===== src/rtl/band_gain_interp_if.sv =====
// Stream bundle for band_gain_interp: a frame of band gains in, a stream of bin gains out.
interface band_gain_interp_if #(
    parameter int WIDTH    = 16,
    parameter int NB_BANDS = 22
);
    logic [NB_BANDS*WIDTH-1:0] gains_in;
    logic                      gains_valid;
    logic                      gains_ready;
    logic [WIDTH-1:0]          bin_gain;
    logic [8:0]                bin_idx;
    logic                      bin_valid;
    logic                      bin_last;
    logic                      bin_ready;

    modport master (
        output gains_in, gains_valid, bin_ready,
        input  gains_ready, bin_gain, bin_idx, bin_valid, bin_last
    );

    modport slave (
        input  gains_in, gains_valid, bin_ready,
        output gains_ready, bin_gain, bin_idx, bin_valid, bin_last
    );
endinterface


===== src/rtl/band_gain_interp.sv =====
// Linear interpolation of 22 band gains onto 481 FFT bins (bins 400..480 are zero).
// Define GAIN_CLAMP_EN to clamp negative captured gains to zero before interpolation.
module band_gain_interp #(
    parameter int WIDTH    = 16,
    parameter int NB_BANDS = 22,
    parameter int NB_BINS  = 481
) (
    input  logic              clk,
    input  logic              rst,
    band_gain_interp_if.slave bus
);
    localparam int NB_INTERP = 400;
    localparam int PW        = WIDTH + 25;
    localparam int SW        = WIDTH + 2;

    typedef enum logic {S_IDLE = 1'b0, S_RUN = 1'b1} state_t;

    state_t                  r_state;
    state_t                  w_state_next;
    logic signed [WIDTH-1:0] r_gains [NB_BANDS];
    logic signed [WIDTH-1:0] w_cap   [NB_BANDS];
    logic [4:0]              r_band;
    logic [6:0]              r_j;
    logic [8:0]              r_idx;

    logic                    w_capture;
    logic                    w_accept;
    logic                    w_last_bin;
    logic                    w_band_end;
    logic                    w_interp_bin;
    logic [4:0]              w_band_lo;
    logic [4:0]              w_band_hi;
    logic [14:0]             w_recip;
    logic signed [WIDTH:0]   w_diff;
    logic signed [PW-1:0]    w_prod;
    logic signed [PW-1:0]    w_step;
    logic signed [SW-1:0]    w_sum;
    logic                    w_ovf;
    logic [WIDTH-1:0]        w_sat;

    // Last j within a band: band width in bins minus one.
    function automatic logic [6:0] band_last_j(input logic [4:0] b);
        if (b < 5'd8)        return 7'd3;
        else if (b < 5'd12)  return 7'd7;
        else if (b < 5'd15)  return 7'd15;
        else if (b < 5'd17)  return 7'd23;
        else if (b == 5'd17) return 7'd31;
        else if (b == 5'd18) return 7'd47;
        else if (b == 5'd19) return 7'd71;
        else                 return 7'd87;
    endfunction

    function automatic logic [14:0] band_recip(input logic [4:0] b);
        if (b < 5'd8)        return 15'd16384;
        else if (b < 5'd12)  return 15'd8192;
        else if (b < 5'd15)  return 15'd4096;
        else if (b < 5'd17)  return 15'd2731;
        else if (b == 5'd17) return 15'd2048;
        else if (b == 5'd18) return 15'd1365;
        else if (b == 5'd19) return 15'd910;
        else                 return 15'd745;
    endfunction

    generate
        for (genvar gi = 0; gi < NB_BANDS; gi++) begin : g_cap
            logic signed [WIDTH-1:0] w_raw;
            assign w_raw = bus.gains_in[gi*WIDTH +: WIDTH];
`ifdef GAIN_CLAMP_EN
            assign w_cap[gi] = w_raw[WIDTH-1] ? '0 : w_raw;
`else
            assign w_cap[gi] = w_raw;
`endif
        end
    endgenerate

    assign w_capture    = (r_state == S_IDLE) && bus.gains_valid;
    assign w_accept     = (r_state == S_RUN) && bus.bin_ready;
    assign w_last_bin   = (r_idx == 9'(NB_BINS - 1));
    assign w_interp_bin = (r_idx < 9'(NB_INTERP));
    assign w_band_end   = (r_j == band_last_j(r_band));

    always_ff @(posedge clk or negedge rst) begin
        if (!rst) begin
            for (int k = 0; k < NB_BANDS; k++) r_gains[k] <= '0;
        end else if (w_capture) begin
            r_gains <= w_cap;
        end
    end

    // Band/j only walk the interpolated region; band parks at 21 for the zero tail.
    always_ff @(posedge clk or negedge rst) begin
        if (!rst) begin
            r_band <= '0;
            r_j    <= '0;
            r_idx  <= '0;
        end else if (w_capture) begin
            r_band <= '0;
            r_j    <= '0;
            r_idx  <= '0;
        end else if (w_accept) begin
            r_idx <= w_last_bin ? 9'd0 : r_idx + 9'd1;
            if (w_interp_bin) begin
                if (w_band_end) begin
                    r_j    <= '0;
                    r_band <= r_band + 5'd1;
                end else begin
                    r_j <= r_j + 7'd1;
                end
            end
        end
    end

    assign w_band_lo = (r_band > 5'd20) ? 5'd20 : r_band;
    assign w_band_hi = w_band_lo + 5'd1;
    assign w_recip   = band_recip(w_band_lo);
    assign w_diff    = (WIDTH+1)'(r_gains[w_band_hi]) - (WIDTH+1)'(r_gains[w_band_lo]);
    assign w_prod    = PW'(w_diff) * PW'($signed({1'b0, r_j})) * PW'($signed({1'b0, w_recip}));
    assign w_step    = w_prod >>> 16;
    assign w_sum     = SW'(r_gains[w_band_lo]) + SW'(w_step);
    assign w_ovf     = (w_sum[SW-1:WIDTH-1] != {(SW-WIDTH+1){w_sum[SW-1]}});
    assign w_sat     = !w_ovf ? w_sum[WIDTH-1:0]
                     : (w_sum[SW-1] ? {1'b1, {(WIDTH-1){1'b0}}} : {1'b0, {(WIDTH-1){1'b1}}});

    always_ff @(posedge clk or negedge rst) begin
        if (!rst) r_state <= S_IDLE;
        else      r_state <= w_state_next;
    end

    always_comb begin
        w_state_next = r_state;
        case (r_state)
            S_IDLE:  if (bus.gains_valid) w_state_next = S_RUN;
            S_RUN:   if (bus.bin_ready && w_last_bin) w_state_next = S_IDLE;
            default: w_state_next = S_IDLE;
        endcase
    end

    always_comb begin
        bus.gains_ready = 1'b0;
        bus.bin_valid   = 1'b0;
        bus.bin_last    = 1'b0;
        bus.bin_gain    = '0;
        bus.bin_idx     = r_idx;
        case (r_state)
            S_IDLE: bus.gains_ready = 1'b1;
            S_RUN: begin
                bus.bin_valid = 1'b1;
                bus.bin_last  = w_last_bin;
                if (w_interp_bin) bus.bin_gain = w_sat;
            end
            default: bus.gains_ready = 1'b0;
        endcase
    end
endmodule


===== src/flat_wrapper.sv =====
// flat-port wrapper written by rule: the top's interface ports become plain ports
module band_gain_interp_flat 
#(
    parameter int WIDTH    = 16,
    parameter int NB_BANDS = 22,
    parameter int NB_BINS  = 481
)
  (clk, rst, bus_gains_in, bus_gains_valid, bus_bin_ready, bus_gains_ready, bus_bin_gain, bus_bin_idx, bus_bin_valid, bus_bin_last);
  band_gain_interp_if #(.WIDTH(WIDTH), .NB_BANDS(NB_BANDS)) bus_i ();
  input  logic clk;
  input  logic rst;
  input wire logic [$bits(bus_i.gains_in)-1:0] bus_gains_in;
  input wire logic [$bits(bus_i.gains_valid)-1:0] bus_gains_valid;
  input wire logic [$bits(bus_i.bin_ready)-1:0] bus_bin_ready;
  output wire logic [$bits(bus_i.gains_ready)-1:0] bus_gains_ready;
  output wire logic [$bits(bus_i.bin_gain)-1:0] bus_bin_gain;
  output wire logic [$bits(bus_i.bin_idx)-1:0] bus_bin_idx;
  output wire logic [$bits(bus_i.bin_valid)-1:0] bus_bin_valid;
  output wire logic [$bits(bus_i.bin_last)-1:0] bus_bin_last;
  assign bus_i.gains_in = bus_gains_in;
  assign bus_i.gains_valid = bus_gains_valid;
  assign bus_i.bin_ready = bus_bin_ready;
  assign bus_gains_ready = bus_i.gains_ready;
  assign bus_bin_gain = bus_i.bin_gain;
  assign bus_bin_idx = bus_i.bin_idx;
  assign bus_bin_valid = bus_i.bin_valid;
  assign bus_bin_last = bus_i.bin_last;
  band_gain_interp #(.WIDTH(WIDTH), .NB_BANDS(NB_BANDS), .NB_BINS(NB_BINS)) u_core (.clk(clk), .rst(rst), .bus(bus_i));
endmodule

===== config.mk =====
export PLATFORM = sky130hd
export DESIGN_NAME = band_gain_interp_flat
export DESIGN_NICKNAME = d
export VERILOG_FILES = /design/src/rtl/band_gain_interp_if.sv /design/src/rtl/band_gain_interp.sv /design/src/flat_wrapper.sv
export SDC_FILE = /design/constraint.sdc
export NUM_CORES = 2
export LEC_CHECK = 0
export CORE_UTILIZATION = 45
export CTS_BUF_LIST = sky130_fd_sc_hd__clkbuf_4
export CTS_CLUSTER_DIAMETER = 150
export DETAILED_ROUTE_END_ITERATION = 8
export MAX_ROUTING_LAYER = met4
export PLACE_DENSITY = 0.69
export SYNTH_ARGS = -nofsm -noshare
export SYNTH_HDL_FRONTEND = slang
export SYNTH_SLANG_ARGS = --single-unit
export TNS_END_PERCENT = 5

===== constraint.sdc =====
create_clock -name clk -period 20.7 [get_ports clk]
set_clock_uncertainty 0.2 [all_clocks]
set_input_delay 3.105 -clock clk [delete_from_list [all_inputs] [get_ports clk]]
set_output_delay 3.105 -clock clk [all_outputs]
set_load 0.01 [all_outputs]

; ---- Yosys cells after proc, flatten, opt, wreduce, memory -nomap -nowiden
; Cells that the tools add are included.
[word_totals]
ff_bits = 374
inputBits = 356
output_inout_bits = 28
[classes]
n_addsub = 6
mul = 2
n_lt_le_gt_ge = 12
eq_ne = 9
n_mux = 42
bitwise = 3
reduce_logical = 8
[op_table]
columns = cell, count
row1 = $bmux 16 s5, 2
row2 = $mux 16, 8
row3 = $mux 15, 6
row4 = $mux 7, 10
row5 = $mul 41x16->34, 1
row6 = $mux 9, 4
row7 = $eq 5x5->1 const B, 6
row8 = $lt 5x4->1 const B, 6
row9 = $mux 5, 6
row10 = $mul 17x8->25, 1
row11 = $add 16x18->18, 1
row12 = $sub 16x16->17, 1
row13 = $ge 6x6->1 const B, 2
row14 = $not 5->6, 2
row15 = $add 5x1->5 const B, 2
row16 = $lt 5x5->1 const B, 2
row17 = $add 9x1->9 const B, 1
row18 = $eq 9x9->1 const B, 1
row19 = $lt 9x9->1 const B, 1
row20 = $add 7x1->7 const B, 1
row21 = $eq 7x7->1, 1
row22 = $reduce_bool 2->1, 3
row23 = $gt 5x5->1 const B, 1
row24 = $mux 1, 5
row25 = other kinds (6), 8

; ---- Depth between registers and ports, before layout
[logic_depth]
depth_word = 16
ltp_mapped = 84
ltp_nobuf = 77

; ---- Worst setup path before layout
; OpenSTA, ideal clock, no wires.
[synth_path]
kind = register to output
from = register u_core.r_band[0]
to = output port bus_bin_gain[10]
arrival_ns = 18.467
required_time_ns = 17.395
path_slack_ns = -1.072
stages_incl_launch_ff = 80
n_path_buf = 8
path_cell_list = dfrtp_1 buf_2 inv_1 ha_1 nor2b_1 o21ai_1 nand2_1 inv_2 buf_1 buf_1 clkbuf_1 ha_1 clkbuf_1 xnor2_1 clkbuf_1 mux4_2 a21oi_1 ha_1 [44 not listed] nor2b_1 o21a_1 nor2_1 xnor2_1 ha_1 nand2_1 inv_1 a221oi_1 nor2b_1 a21oi_1 o21a_1 a211oi_1 o21ai_0 a211oi_1 nor3_1 a211o_4 buf_6 a32o_1
[synth_between]
elab_chain_cells = 16
[synth_rtl]
columns = element, line_no
row1 = "start, declared", band_gain_interp.sv:22  ; logic [4:0] r_band;
row2 = "start signal, assigned", band_gain_interp.sv:105  ; r_band <= r_band + 5'd1;
row3 = $gt 5x5->1, band_gain_interp.sv:113  ; assign w_band_lo = (r_band > 5'd20) ? 5'd20 : r_band;
row4 = $mux 5 (*), band_gain_interp.sv:113
row5 = "parallel branches: the longest is 9 deep, another holds $mul 41x16->34", n/a
row6 = $add 16x18->18 (*), band_gain_interp.sv:119  ; assign w_sum = SW'(r_gains[w_band_lo]) + SW'(w_step);
row7 = $ne 2x2->1 or $mux 16 (tied branches), "band_gain_interp.sv:120, band_gain_interp.sv:122"
row8 = $mux 16 (*), band_gain_interp.sv:121  ; assign w_sat = !w_ovf ? w_sum[WIDTH-1:0]
row9 = $mux 16 (*), band_gain_interp.sv:149  ; if (w_interp_bin) bus.bin_gain = w_sat;
row10 = $mux 16 (*), band_gain_interp.sv:144  ; case (r_state)
row11 = "end, declared", flat_wrapper.sv:16  ; output wire logic [$bits(bus_i.bin_gain)-1:0] bus_bin_gain;
; Every way passes the cells marked *. The select of a mux whose other input is x is not followed.

; ---- Worst setup path in the final report
[layout_path]
from = register u_core.r_band[0]
to = output port bus_bin_gain[0]
; The elaborated chain is that of the path after synthesis.

==> impl_metrics.ini <==
[drt]
firstDrtPassIters = 6
wl_per_cell_microns = 23.90
ant_nets = 0
drt-initial-drc-count = 2789
vias_per_cell = 5.677
wl_mm = 131.1
vias = 31140
remaining_drc_errors = 0

[global_routing]
overflow = 0
grt_max_degree = 166
grt_pass1_wl_mm = 197.2
grt_use_total_pct = 31.81
antenna_found_initial = 10
grt_pass1_vias = 31890

[critical_path]
crit_type = flip-flop to output pin
crit_path_frequent_cell = fa_1
crit_fanout = 21
slowest_stage = fa_1
critPathLaunchType = flip-flop
end_kind = output pin
max_stage_delay_ns = 0.58
cp.required_ns = 17.40
critPathArrivalTime_ns = 17.20

[synthesis]
synth-seq-cells = 374
synthCells = 3684
yosysWarningCount = 0
syn_avg_cell_area_sq_um = 10.21
synth_edf_count = 0
async_flop_share_pct = 100.0
ys_types = 80
ys.flop_type = dfrtp_1
synth_fp_nets = 4614
synth_area_sq_um = 37630
yosysSeqAreaShare_pct = 24.87

[clock_tree]
path_clk_slew_ns = 0.07
worstSkewPairLatency_ns = 0.82
cts.sinks = 374
numCtsBuffers = 89
root_buffer = clkbuf_4
cts.path.max_buffers = 3
cts_hold_buf = 0
cts_tree = built
h-tree-depth = 3

[floorplanning]
core_sq_um = 82370
die_height_microns = 291.2
core.rowCount = 105
dieArea_sq_um = 84780
initial_utilization_pct = 45.68
ios = 384
die_w_microns = 291.2

[placement]
gp_congestion = 1.005
placed_cells = 5273
portBuffers = 383
place_area_sq_um = 44680
hpwl_mm = 106.2

[timing]
fin_tns_setup_ns = 0
hold_viol = 0
rsz0062_at_grt = true
slew_violations = 0
whs_ns = 0.3268
slew_headroom_pct = 26.12
fmax_mhz = 48.76
setup_violations = 0
layout_worst_path_cycle_share_pct = 99.07
layout_min_cycle_time_ns = 20.51
tightest_slew_ns = 1.104

[layout]
area_delta_synth_final_pct = 24.90
nFillCells = 7060
drive_gt1_share_pct = 26.81
layout.nets = 5273
final_cell_area_sq_um = 47000
instances_no_fill = 5486
final_common_cell = inv_1
layout_common_cells = inv_1 (580), fa_1 (390), dfrtp_1 (373)

[worst_hold_path]
min_path_type = flip-flop to flip-flop

[outcome]
status = finished, final reports clean

[run]
maxCapViolations = 0
[logic make-up (layout without fill, tap and decap cells)]
group / after synthesis / after routing / synth area share (%)
and+or+nand+nor: 865 / 865 / 10.53
buffers and inverters: 776 / 1500 / 7.801
adders and majority gates: 574 / 574 / 27.03
muxes: 535 / 535 / 19.28
AOI/OAI and AO/OA: 463 / 464 / 8.236
DFF: 374 / 374 / 24.87
xor gates and xnor gates: 97 / 97 / 2.258
other: 0 / 7 / 0
[state kept, by name (all words and copies together) (netlist names)]
| name | cells |
|---|---|
| u_core.r_j | 7 |
| u_core.r_gains | 352 |
| u_core.r_band | 5 |
| u_core.r_state | 1 |
| u_core.bus.bin_idx | 9 |
[stage by stage]
stage	utilization (%)	setup slack [ns]
after floorplan	-	0.04929
after detailed placement	54.24	-0.2470
after global placement	54.24	0.04017
final	57.05	0.1933
after global routing	57.05	-0.4043
after CTS	56.19	0.007457
[metal layers]
metal	global-route usage [%]	routed length, microns	up-vias
li1	-	-	13640
met1	40.83	52200	15660
met2	50.35	62780	1549
met3	4.665	10050	292
met4	13.49	6069	0
met5	-	0	-
[synth_stat cells, drive strengths merged, types with 8 or more instances]
| master | number | area [sq um] |
|---|---|---|
| mux4 | 115 | 2590 |
| a221o | 8 | 80.08 |
| nor2 | 192 | 720.7 |
| nand2b | 19 | 118.9 |
| a32o | 22 | 220.2 |
| ha | 176 | 2202 |
| a21oi | 129 | 664.4 |
| mux2i | 56 | 564.3 |
| o311ai | 8 | 70.07 |
| buf | 38 | 162.7 |
| inv | 593 | 2226 |
| and3 | 28 | 175.2 |
| o21ai | 104 | 520.5 |
| o211ai | 11 | 92.58 |
| nand2 | 374 | 1404 |
| a21boi | 10 | 75.07 |
| o31ai | 9 | 67.56 |
| nor3b | 13 | 102.6 |
| clkbuf | 143 | 539.3 |
| nand3 | 39 | 195.2 |
| and2 | 92 | 575.6 |
| a211oi | 23 | 182.7 |
| nor2b | 32 | 200.2 |
| nand4 | 13 | 81.33 |
| a21o | 25 | 187.7 |
| xor2 | 33 | 289.0 |
| or2 | 11 | 68.82 |
| o21a | 17 | 127.6 |
| o22ai | 11 | 68.82 |
| mux2 | 364 | 4099 |
| a31oi | 18 | 112.6 |
| xnor2 | 64 | 560.5 |
| fa | 398 | 7968 |
| dfrtp | 374 | 9359 |
| o221ai | 18 | 163.9 |
| nor3 | 30 | 150.1 |
[critical path, delay by kind of cell (launching register included)]
kind                     cells  cell delay [ns]
flip-flops                   1             0.49
multiplexers                 1             0.45
buffers and inverters       23             2.66
adder cells (fa/ha/maj)     15             6.42
AND/OR/NAND/NOR             13             1.45
AO/OA/AOI/OAI               20             4.60
XOR/XNOR                     2             0.29
[timing repair]
item / CTS / global route
hold endpoints to repair: 0 / 0
buffers inserted: 20 / 27
resized for setup: 106 / 165
endpoints found under the setup margin: 16 / 16
gates cloned: 1 / 1
pin swaps: 55 / 104
[worst paths after layout]
path                                      from             endpoint  slack (ns)  cells after the start
setup / recovery              u_core.r_band[0]      bus_bin_gain[0]        0.19                     74
hold / removal             u_core.r_gains[284]  u_core.r_gains[284]        0.33                      1
setup reg to reg                u_core.r_state        u_core.r_j[6]       15.30                      8
hold reg to reg            u_core.r_gains[284]  u_core.r_gains[284]        0.33                      1
max in group asynchronous                  rst    u_core.r_gains[8]       16.08                      3
min in group asynchronous                  rst  u_core.r_gains[244]        2.06                      1
[area by class of cell]
class	count	area [sq um]	share of cell area, %
tap	1070	1339	2.849
multi-input combinational	2535	26180	55.70
sequential	374	9363	19.92
inverter	595	2242	4.771
clock inverter	25	140.1	0.2982
antenna	7	17.52	0.03727
timing repair buffer	748	6729	14.32
clock buffer	132	991.0	2.109
Power is left out: the tool's default activity adds up to more than one toggle a clock period on the data nets, which glitch-free logic cannot reach.
